## config.mk

```make
export PLATFORM = sky130hd
export DESIGN_NAME = chunk_serial_adder
export DESIGN_NICKNAME = d
export VERILOG_FILES = /design/src/rtl/chunk_serial_adder.sv
export SDC_FILE = /design/constraint.sdc
export NUM_CORES = 1
export LEC_CHECK = 0
export BUFFER_PORTS_ARGS = -buffer_cell sky130_fd_sc_hd__clkbuf_2
export CAP_MARGIN = 20
export CORE_ASPECT_RATIO = 0.7
export CORE_MARGIN = 2
export CORE_UTILIZATION = 55
export CTS_CLUSTER_DIAMETER = 80
export DETAILED_ROUTE_END_ITERATION = 8
export PLACE_DENSITY = 0.81
export SYNTH_ARGS = -nofsm -noshare
export SYNTH_HDL_FRONTEND = slang
export SYNTH_SLANG_ARGS = --single-unit
```

## constraint.sdc

```tcl
create_clock -name clk -period 7.04 [get_ports clk]
set_clock_uncertainty 0.2 [all_clocks]
set_input_delay 2.112 -clock clk [delete_from_list [all_inputs] [get_ports clk]]
set_output_delay 2.112 -clock clk [all_outputs]
set_load 0.02 [all_outputs]
```

## src/rtl/chunk_serial_adder.sv

```systemverilog
// Multi-cycle adder/subtractor: processes CHUNK bits per cycle with a registered
// ripple carry, valid/ready handshakes on input and output, and carry/overflow/zero flags.
module chunk_serial_adder #(
    parameter int unsigned WIDTH = 16,
    parameter int unsigned CHUNK = 4
) (
    input  logic             clk,
    input  logic             rst_n,
    input  logic             in_valid,
    output logic             in_ready,
    input  logic [WIDTH-1:0] a,
    input  logic [WIDTH-1:0] b,
    input  logic             ci,
    input  logic             sub,
    output logic             out_valid,
    input  logic             out_ready,
    output logic [WIDTH-1:0] sum,
    output logic             co,
    output logic             ovf,
    output logic             zero
);

    localparam int unsigned NCHUNK = WIDTH / CHUNK;
    localparam int unsigned CW     = (NCHUNK > 1) ? $clog2(NCHUNK) : 1;
    localparam int unsigned NSLOT  = 2 ** CW;

    typedef enum logic [1:0] {
        IDLE = 2'd0,
        RUN  = 2'd1,
        DONE = 2'd2
    } state_t;

    state_t state, state_next;

    logic [WIDTH-1:0] a_r, b_r, sum_next;
    logic             carry;
    logic [CW-1:0]    cnt;
    logic             last;
    logic [CHUNK-1:0] a_ch [NSLOT];
    logic [CHUNK-1:0] b_ch [NSLOT];
    logic [CHUNK-1:0] s;
    logic             c;

    // Chunk tables are padded to a power of two so cnt indexes them at its exact width.
    for (genvar g = 0; g < NSLOT; g++) begin : g_slot
        if (g < NCHUNK) begin : g_used
            assign a_ch[g] = a_r[g*CHUNK +: CHUNK];
            assign b_ch[g] = b_r[g*CHUNK +: CHUNK];
            assign sum_next[g*CHUNK +: CHUNK] = (cnt == CW'(g)) ? s : sum[g*CHUNK +: CHUNK];
        end else begin : g_pad
            assign a_ch[g] = '0;
            assign b_ch[g] = '0;
        end
    end

    always_comb begin
        {c, s} = {1'b0, a_ch[cnt]} + {1'b0, b_ch[cnt]} + {{CHUNK{1'b0}}, carry};
        last   = (cnt == CW'(NCHUNK - 1));
    end

    always_ff @(posedge clk) begin
        if (!rst_n) begin
            state <= IDLE;
        end else begin
            state <= state_next;
        end
    end

    always_comb begin
        state_next = state;
        in_ready   = 1'b0;
        out_valid  = 1'b0;
        case (state)
            IDLE: begin
                in_ready = 1'b1;
                if (in_valid) state_next = RUN;
            end
            RUN: begin
                if (last) state_next = DONE;
            end
            DONE: begin
                out_valid = 1'b1;
                if (out_ready) state_next = IDLE;
            end
            default: state_next = IDLE;
        endcase
    end

    always_ff @(posedge clk) begin
        if (!rst_n) begin
            a_r   <= '0;
            b_r   <= '0;
            carry <= 1'b0;
            cnt   <= '0;
            sum   <= '0;
            co    <= 1'b0;
            ovf   <= 1'b0;
            zero  <= 1'b0;
        end else begin
            case (state)
                IDLE: begin
                    if (in_valid) begin
                        a_r   <= a;
                        b_r   <= sub ? ~b : b;
                        carry <= sub ? 1'b1 : ci;
                        cnt   <= '0;
                    end
                end
                RUN: begin
                    sum   <= sum_next;
                    carry <= c;
                    cnt   <= cnt + 1'b1;
                    if (last) begin
                        co   <= c;
                        ovf  <= (a_r[WIDTH-1] == b_r[WIDTH-1]) && (s[CHUNK-1] != a_r[WIDTH-1]);
                        zero <= (sum_next == '0);
                    end
                end
                default: ;
            endcase
        end
    end

endmodule
```

==> metrics.csv <==
stage,metric,value,unit
outcome,status,"complete, no violations",
global_routing,largest net degree at the start of global routing,58,
logic_synthesis,top_reg_cell synth,dfxtp_1,
setup_path,CP Launch Type,register,
global_routing,Global Route Usage Sum,21.1,%
timing,final hold violations,0,
logic_synthesis,Post-Syn Area per Cell,9.53,um^2
pwr,Flop pwr share,53.8,%
cells_and_area,n_diodes,0,
pwr,sw frac,27.6,%
routing,final WL,5540,um
setup_path,Setup CP Type,reg2out,
clock_network,hold_buf cts,0,
global_routing,antenna violations before repair,0,
timing,Slew HR,35.4,%
logic_synthesis,post-synth cell types,38,
pwr,total internal power,0.000471,W
timing,"Slew Viols, Final",0,
timing,worst slew pin tran,969,ps
placed_design,routability cong.,0.785,
setup_path,Top delay family on crit path,flip-flops,
logic_synthesis,Synth warnings,0,
routing,DRC Markers,0,
clock_network,post_cts resized,0,
global_routing,vias in the first global route,2012,
routing,Antenna Nets Post-Route,0,
setup_path,CP required,4730,ps
logic_synthesis,Mapped Nets,334,
job,Max Cap Viol,0,
logic_synthesis,Synth async-reset ratio,0,%
timing,RSZ-0062 raised after global routing,no,
routing,Avg WL per Cell,13.8,um
clock_network,CTS tree,built,
clock_network,CTS buffer count,5,
clock_network,clk sinks,56,
clock_network,CTS clock-pin slew for the worst setup and hold paths,100,ps
timing,minimum clock period,3550,ps
routing,vias per inst,5.36,
pwr,Power Dens Cells,209,mW/mm^2
pwr,Net Switching,0.000180,W
setup_path,CP max stage delay,510,ps
placed_design,DP Cell Count,393,
timing,final worst slack,3490,ps
global_routing,first-pass GRT wire length,9260,um
setup_path,Worst path slowest cell,dfxtp_1,
placed_design,Detailed Place HPWL,4020,um
pwr,Gate power share,18.9,%
setup_path,CP Cell Sequence,"nor2b_1, clkbuf_2",
logic_synthesis,cell area after synthesis,0.00274,mm^2
logic_synthesis,number of synthesized flops with an enable pin,0,
die,chip width,88.3,um
die,io pins,59,
timing,Final Setup Violations,0,
setup_path,CP max FO,7,
pwr,LEAKAGE,1.51,nW
placed_design,worst slack at placement,3270,ps
setup_path,CP Buf/Inv Count,1,
clock_network,Max clock buf depth,2,
placed_design,PortBufs,58,
routing,initial DRC count,140,
die,die area,0.00556,mm^2
die,initial core utilization,57.2,%
die,row count,21,
logic_synthesis,synthesized instance count,287,
clock_network,Root Buffer,clkbuf_8,
logic_synthesis,Seq cells post-synth,56,
cells_and_area,most frequent cells in the layout,"63 x nand2_1, 58 x clkbuf_2, 56 x dfxtp_1, 24 x o211a_1, 22 x a21boi_0",
global_routing,GRT overflow,0,
timing,fin crit share,50.4,%
clock_network,H-tree levels,2,
die,die height,63.0,um
setup_path,Critical Path AT,1240,ps
pwr,Clk pwr share,27.3,%
routing,Pre-antenna DRT Iters,5,
cells_and_area,Layout Area Growth over Synthesis,13.9,%
cells_and_area,layout cells sized above 1,23.8,%
cells_and_area,"commonest non-fill, non-tap cell in the layout",nand2_1,
logic_synthesis,sequential area share after synthesis,41.0,%
routing,vias,2150,
die,Core ar.,0.00478,mm^2
clock_network,setup bufs post-CTS,0,
timing,Setup TNS,0,ps
min_path,Tightest Hold Check Type,reg2reg,
setup_path,Setup crit end kind,output port,
cells_and_area,Non-Filler Instances,401,
cells_and_area,NumNets Final,378,
pwr,peak supply drop,0.102,mV
clock_network,Skew-Pair Late Insertion Delay,300,ps
timing,Fmax,282,MHz
registers in the layout (all words and copies together), names as in the netlist, 2 cells and up:
signal and flops:
b_r 16, sum 16, a_r 16, state 2, cnt 2
area by class of cell:
class	count	area, um^2
fillers	412	1660
multi-input cells	203	1500
flip-flops and latches	56	1120
repair buffers	59	298
well taps	69	86.3
clock buffers	6	82.6
inverters	6	22.5
clock inverters	2	10.0
metrics by stage:
stage	area, um^2	total power, W	hold slack [ps]	util [%]
finish	3120	0.000651	272	65.2
global route	3120	0.000684	296	65.2
CTS	3120	0.000654	272	65.2
detailed placement	3030	0.000480	259	63.3
global placement	3030	0.000477	253	63.3
floorplan	2740	0.000447	240	-
cells in the mapped netlist (2+ instances only):
cell	number	area [um^2]
nor2b_1	5	31.3
ha_1	7	87.6
mux2i_1	3	30.0
o21a_1	2	15.0
fa_1	2	40.0
xnor2_1	17	149
buf_2	6	30.0
a21boi_0	22	165
nor2_1	4	15.0
mux4_2	8	180
a21oi_1	2	10.0
and2_1	5	31.3
nand3_1	8	40.0
nor3_1	3	15.0
nor4_1	2	12.5
o211a_1	24	240
inv_1	6	22.5
clkbuf_2	3	15.0
o21ai_0	4	20.0
clkbuf_1	12	45.0
a21o_2	2	17.5
nand2_1	63	236
dfxtp_1	56	1120
nand2b_1	4	25.0
and3b_1	4	35.0
power by group through the flow:
stage / combinational [W] / sequential [W] / clock (W)
after floorplan: 0.0000916 / 0.000355 / 0
after global placement: 0.000120 / 0.000357 / 0
after detailed placement: 0.000123 / 0.000358 / 0
after CTS: 0.000123 / 0.000350 / 0.000180
after global routing: 0.000136 / 0.000353 / 0.000194
final: 0.000123 / 0.000350 / 0.000178
cells by family (layout without fill, tap and decap cells):
| family | count (synthesis) | count (layout) | share of synthesized area (%) |
|---|---|---|---|
| buffers and inverters | 28 | 73 | 4.53 |
| AOI/OAI and AO/OA | 63 | 63 | 19.0 |
| DFF | 56 | 56 | 41.0 |
| and+or+nand+nor | 103 | 103 | 17.7 |
| adders and majority gates | 9 | 9 | 4.66 |
| muxes | 11 | 11 | 7.68 |
| xor gates and xnor gates | 17 | 17 | 5.44 |
worst register-to-register path: cells and delay by family, from the launching register on:
family	cells	cell delay (ps)
AO/OA/AOI/OAI	1	140
XOR/XNOR	1	500
adder cells (fa/ha/maj)	2	580
buffers and inverters	2	150
flip-flops	1	760
multiplexers	1	600
AND/OR/NAND/NOR	2	330
per-layer routing:
layer / vias up / track usage [%] / part of all wire, %
met3: 5 / 4.23 / 5.4
met5: - / 0 / 0
met2: 61 / 30.5 / 42
met4: 0 / 5.49 / 0.72
li1: 1080 / - / -
met1: 1004 / 32.2 / 52
worst paths after layout:
check / start / to / slack [ps] / cells past startpoint
setup / recovery: state[1] / out_valid / 3490 / 2
hold / removal: a_r[14] / a_r[14] / 270 / 2
setup reg to reg: cnt[0] / zero / 3720 / 9
hold reg to reg: a_r[14] / a_r[14] / 270 / 2
No activity file was read; power rests on OpenSTA's default activity.
